### src/rtl/tdm_pkg.sv
// Shared definitions for the TDM serial link (receiver and transmitter).
package tdm_pkg;

    localparam int N_DEFAULT = 4;

    typedef enum logic {
        HUNT = 1'b0,
        RECV = 1'b1
    } tdm_state_e;

    function automatic int slot_w(input int n);
        return $clog2(n);
    endfunction

endpackage

### src/rtl/tdm_demux_rx_sat_counter.sv
// Saturating up-counter with async active-low clear.
module sat_counter #(
    parameter int CW = 8
) (
    input  logic          clk_i,
    input  logic          rst_ni,
    input  logic          en_i,
    output logic [CW-1:0] cnt_o
);

    logic [CW-1:0] cnt_q;
    logic [CW-1:0] cnt_d;

    always_comb begin
        cnt_d = cnt_q;
        if (en_i && (cnt_q != {CW{1'b1}})) begin
            cnt_d = cnt_q + CW'(1);
        end
    end

    always_ff @(posedge clk_i or negedge rst_ni) begin
        if (!rst_ni) begin
            cnt_q <= '0;
        end else begin
            cnt_q <= cnt_d;
        end
    end

    assign cnt_o = cnt_q;

endmodule

### src/rtl/tdm_demux_rx.sv
// Receive side of the 1-bit TDM link: rebuilds N-bit frames from slots.
module tdm_demux_rx
    import tdm_pkg::*;
#(
    parameter int N  = N_DEFAULT,
    parameter int CW = 8,
    localparam int SW = slot_w(N)
) (
    input  logic          clock,
    input  logic          resetn,
    input  logic          in_valid,
    input  logic          in_bit,
    input  logic          frame_sync,
    output logic [N-1:0]  ch_out,
    output logic          frame_done,
    output logic          sync_err,
    output logic [CW-1:0] drop_cnt,
    output logic [SW-1:0] slot,
    output logic          locked
);

    tdm_state_e    state_q;
    logic [SW-1:0] slot_q;
    logic [N-1:0]  shadow_q;
    logic [N-1:0]  shadow_d;
    logic [N-1:0]  ch_out_q;
    logic          frame_done_q;
    logic          sync_err_q;
    logic          last_slot;
    logic          drop_en;

    assign last_slot = (slot_q == SW'(N - 1));
    assign drop_en   = in_valid && !frame_sync && (state_q == HUNT);

    always_comb begin
        shadow_d         = shadow_q;
        shadow_d[slot_q] = in_bit;
    end

    always_ff @(posedge clock or negedge resetn) begin
        if (!resetn) begin
            state_q      <= HUNT;
            slot_q       <= '0;
            shadow_q     <= '0;
            ch_out_q     <= '0;
            frame_done_q <= 1'b0;
            sync_err_q   <= 1'b0;
        end else begin
            frame_done_q <= 1'b0;
            sync_err_q   <= 1'b0;
            if (in_valid) begin
                unique case (state_q)
                    HUNT: begin
                        if (frame_sync) begin
                            shadow_q[0] <= in_bit;
                            slot_q      <= SW'(1);
                            state_q     <= RECV;
                        end
                    end
                    RECV: begin
                        // A sync mid-frame, even on the last slot, restarts.
                        if (frame_sync) begin
                            sync_err_q  <= 1'b1;
                            shadow_q[0] <= in_bit;
                            slot_q      <= SW'(1);
                        end else begin
                            shadow_q <= shadow_d;
                            if (last_slot) begin
                                ch_out_q     <= shadow_d;
                                frame_done_q <= 1'b1;
                                slot_q       <= '0;
                                state_q      <= HUNT;
                            end else begin
                                slot_q <= slot_q + SW'(1);
                            end
                        end
                    end
                    default: ;
                endcase
            end
        end
    end

    sat_counter #(
        .CW(CW)
    ) u_drop_cnt (
        .clk_i (clock),
        .rst_ni(resetn),
        .en_i  (drop_en),
        .cnt_o (drop_cnt)
    );

    assign ch_out     = ch_out_q;
    assign frame_done = frame_done_q;
    assign sync_err   = sync_err_q;
    assign slot       = slot_q;
    assign locked     = (state_q == RECV);

endmodule
### config.mk
export PLATFORM = sky130hd
export DESIGN_NAME = tdm_demux_rx
export DESIGN_NICKNAME = d
export VERILOG_FILES = /design/src/rtl/tdm_pkg.sv /design/src/rtl/tdm_demux_rx_sat_counter.sv /design/src/rtl/tdm_demux_rx.sv
export SDC_FILE = /design/constraint.sdc
export NUM_CORES = 1
export LEC_CHECK = 0
export ABC_CLOCK_PERIOD_IN_PS = 1500
export CORE_MARGIN = 5
export CORE_UTILIZATION = 44
export DETAILED_ROUTE_END_ITERATION = 16
export PLACE_DENSITY_LB_ADDON = 0.08
export SLEW_MARGIN = 10
export SYNTH_ARGS = -nofsm -noshare
export SYNTH_HDL_FRONTEND = slang
export SYNTH_SLANG_ARGS = --single-unit
### constraint.sdc
create_clock -name clock -period 1.5 [get_ports clock]
set_clock_uncertainty 0.2 [all_clocks]
set_input_delay 0.3 -clock clock [delete_from_list [all_inputs] [get_ports clock]]
set_output_delay 0.3 -clock clock [all_outputs]
set_load 0.005 [all_outputs]
==> results.tsv <==
stage	metric	value	unit
status	status	finished with violations	
status	violations	negative setup slack	
cells_and_area	diodes	0	
drt	drt_pass1_iterations	4	
synthesis	avgSynthCellArea	11.2	um^2
cts	cts_buffers	3	
global_routing	grt_antenna_before_repair	0	
timing	rsz0062_at_grt	true	
place	place_congestion	0.731	
cts	cts_tree	yes	
timing	worst_slew_pin_slew	0.266	ns
cts	cts_buffer_depth	2	
floorplan	rows	17	
flow_run	maxCapViolations	0	
timing	period_needed	1.60	ns
synthesis	ys_seq_area_share	50.6	%
synthesis	netlist_area	988	um^2
drt	wl	2750	um
cells_and_area	final_common_cell	buf_4	
cts	cts.clk_slew.worst_paths	0.13	ns
drt	vias_per_cell	5.04	
global_routing	grt_pass1_vias	992	
floorplan	core	0.00217	mm^2
synthesis	syn-num-nets	98	
timing	maxSlewViolCount	0	
timing	finalWorstSetupSlack	-0.0963	ns
power	leakage	0.857	nW
cts	clk_latency	0.31	ns
worst_setup_path	r2r_cells	5	
timing	fin_crit_sh	106	%
cells_and_area	design_area	0.00177	mm^2
floorplan	io_pins	22	
timing	setup_violations	7	
floorplan	die_w	57.4	um
cells_and_area	final_cells	181	
power	peakVddDrop	1150	uV
timing	hold_violations	0	
timing	slew_headroom	82.2	%
global_routing	grt.total_usage	17.2	%
power	power_density	1490	mW/mm^2
cts	htree_levels	1	
cts	clock-sinks	20	
global_routing	grt_overflow_total	0	
worst_setup_path	r2r_setup_slack	-0.09	ns
cells_and_area	fin_nets	164	
place	port_buffers	21	
worst_setup_path	timing.rr.end	u_drop_cnt.cnt_o[5]	
synthesis	synth-seq-cells	20	
drt	drt_iter0_markers	15	
global_routing	grt_max_degree	21	
worst_setup_path	crit_required	1.51	ns
power	finalPower	0.00264	W
synthesis	yosys_warnings	0	
hold_path	min_path_type	input port to async pin	
drt	wire_per_inst	15.2	um
cts	ctsRootBufferMaster	clkbuf_4	
floorplan	die_area	0.00329	mm^2
cells_and_area	drive_gt1_share	49.7	%
synthesis	syn_inst	88	
drt	num_vias	913	
drt	ant_nets	0	
worst_setup_path	start_kind	input port	
worst_setup_path	path_max_fanout	4	
synthesis	yosys.cell_types.count	31	
worst_setup_path	r2r-start	locked	
floorplan	start_util	45.6	%
cells_and_area	fillers	132	
timing	hold_slack	0.108	ns
timing	max_freq	626	MHz
worst_setup_path	worst_ep_arrival_time	1.61	ns
timing	tns	-0.376	ns
worst_setup_path	worstSetupEndpointType	flop	
place	dp_hpwl	1540	um
cells_and_area	areaGrowthSynthToFinish	78.6	%
cts	cts_hold_buf	0	
cells_and_area	layout_common_cells	buf_4 (34), dfrtp_1 (20), nand2_1 (12), clkdlybuf4s15_1 (12), buf_6 (8)	
place	placed_area	0.00138	mm^2
floorplan	die_y	57.4	um
global_routing	grt_pass1_wl	4460	um
place	placedCellCount	156	
worst_setup_path	path_class	input port to flop	
drt	drcViolationCount	0	
## how the worst max path moves through the flow
stage | endpoint | from | slack [ns]
after floorplan | u_drop_cnt.cnt_o[1] | u_drop_cnt.cnt_o[3] | -0.03
after global placement | u_drop_cnt.cnt_o[6] | in_valid | -0.37
after detailed placement | u_drop_cnt.cnt_o[6] | in_valid | -0.41
after CTS | u_drop_cnt.cnt_o[6] | u_drop_cnt.cnt_o[0] | -0.09
after global routing | u_drop_cnt.cnt_o[5] | locked | -0.16
final | u_drop_cnt.cnt_o[6] | in_valid | -0.1
## through the flow
stage | worst slack (ns) | utilization, %
6_report | -0.0963 | 81.4
5_1_grt | -0.155 | 81.4
4_1_cts | -0.0888 | 74.9
3_5_place_dp | -0.412 | 63.8
3_3_place_gp | -0.373 | 63.8
2_1_floorplan | -0.0330 | -
## layer usage
layer	wire length (um)	vias up	GRT usage, %
li1	-	437	-
met1	1050	448	20.0
met2	1560	21	29.2
met3	83	7	2.71
met4	67	0	10.9
met5	0	-	0
## flip-flops by register name, indices dropped and copies added (netlist names)
name and count:
ch_out 4, frame_done 1, locked 1, shadow_q 3, slot 2, sync_err 1, u_drop_cnt.cnt_o 8
## where the power goes
| part | switching, W | internal, W |
|---|---|---|
| Combinational | 0.000581 | 0.000807 |
| Sequential | 0.0000954 | 0.000701 |
| Clock | 0.000184 | 0.000270 |
## synthesized netlist by cell type
master	count	area [um^2]
a21o_1	1	7.51
mux2i_1	3	30.0
and3_1	1	6.26
nand3_2	1	10.0
nand2_1	13	48.8
xnor2_1	3	26.3
nor2_1	2	7.51
inv_1	3	11.3
o21ai_2	1	8.76
a22o_1	1	8.76
nand3_1	4	20.0
nor3b_1	1	7.51
nand4_1	1	6.26
mux2_2	5	56.3
buf_4	1	7.51
nor3_4	1	16.3
a21oi_1	3	15.0
buf_2	1	5.00
o21a_1	1	7.51
and4_1	1	8.76
nand2b_1	1	6.26
ha_1	5	62.6
nand2b_4	1	13.8
o21ai_0	6	30.0
nand4b_1	2	17.5
and2b_4	1	10.0
mux2_1	1	11.3
nand2_2	1	6.26
dfrtp_1	20	500
o22ai_1	1	6.26
a41oi_1	1	8.76
## timing repair
action | in CTS | in global routing
pin swaps | 7 | 8
endpoints found under the setup margin | 22 | 31
buffers inserted | 17 | 4
cloned | 0 | 0
gates resized for setup | 43 | 34
hold endpoints to repair | 0 | 0
## kinds of logic (layout without fill, tap and decap cells)
kind of cell | after synthesis | in the layout | synth area share [%]
adder cells (fa/ha/maj) | 5 | 5 | 6.33
XOR/XNOR | 3 | 3 | 2.66
flip-flops | 20 | 20 | 50.6
AO/OA/AOI/OAI | 15 | 15 | 9.37
multiplexers | 9 | 9 | 9.87
AND/OR/NAND/NOR | 31 | 31 | 18.7
buffers and inverters | 5 | 70 | 2.40
## area by class of cell
type | instances | area, um^2 | area share (%)
Multi-Input combinational cell | 63 | 614 | 34.8
Timing Repair Buffer | 63 | 542 | 30.7
Sequential cell | 20 | 500 | 28.3
Tap cell | 28 | 35.0 | 1.98
Clock inverter | 1 | 30.0 | 1.70
Clock buffer | 3 | 22.5 | 1.28
Inverter | 3 | 21.3 | 1.20
## critical path, stage by stage
cell and delay [ns]:
clkdlybuf4s50_1 0.58, nand2b_4 0.11, nor3_4 0.20, nand4_1 0.11
mux2_2 0.30
No activity file was read; power rests on OpenSTA's default activity.
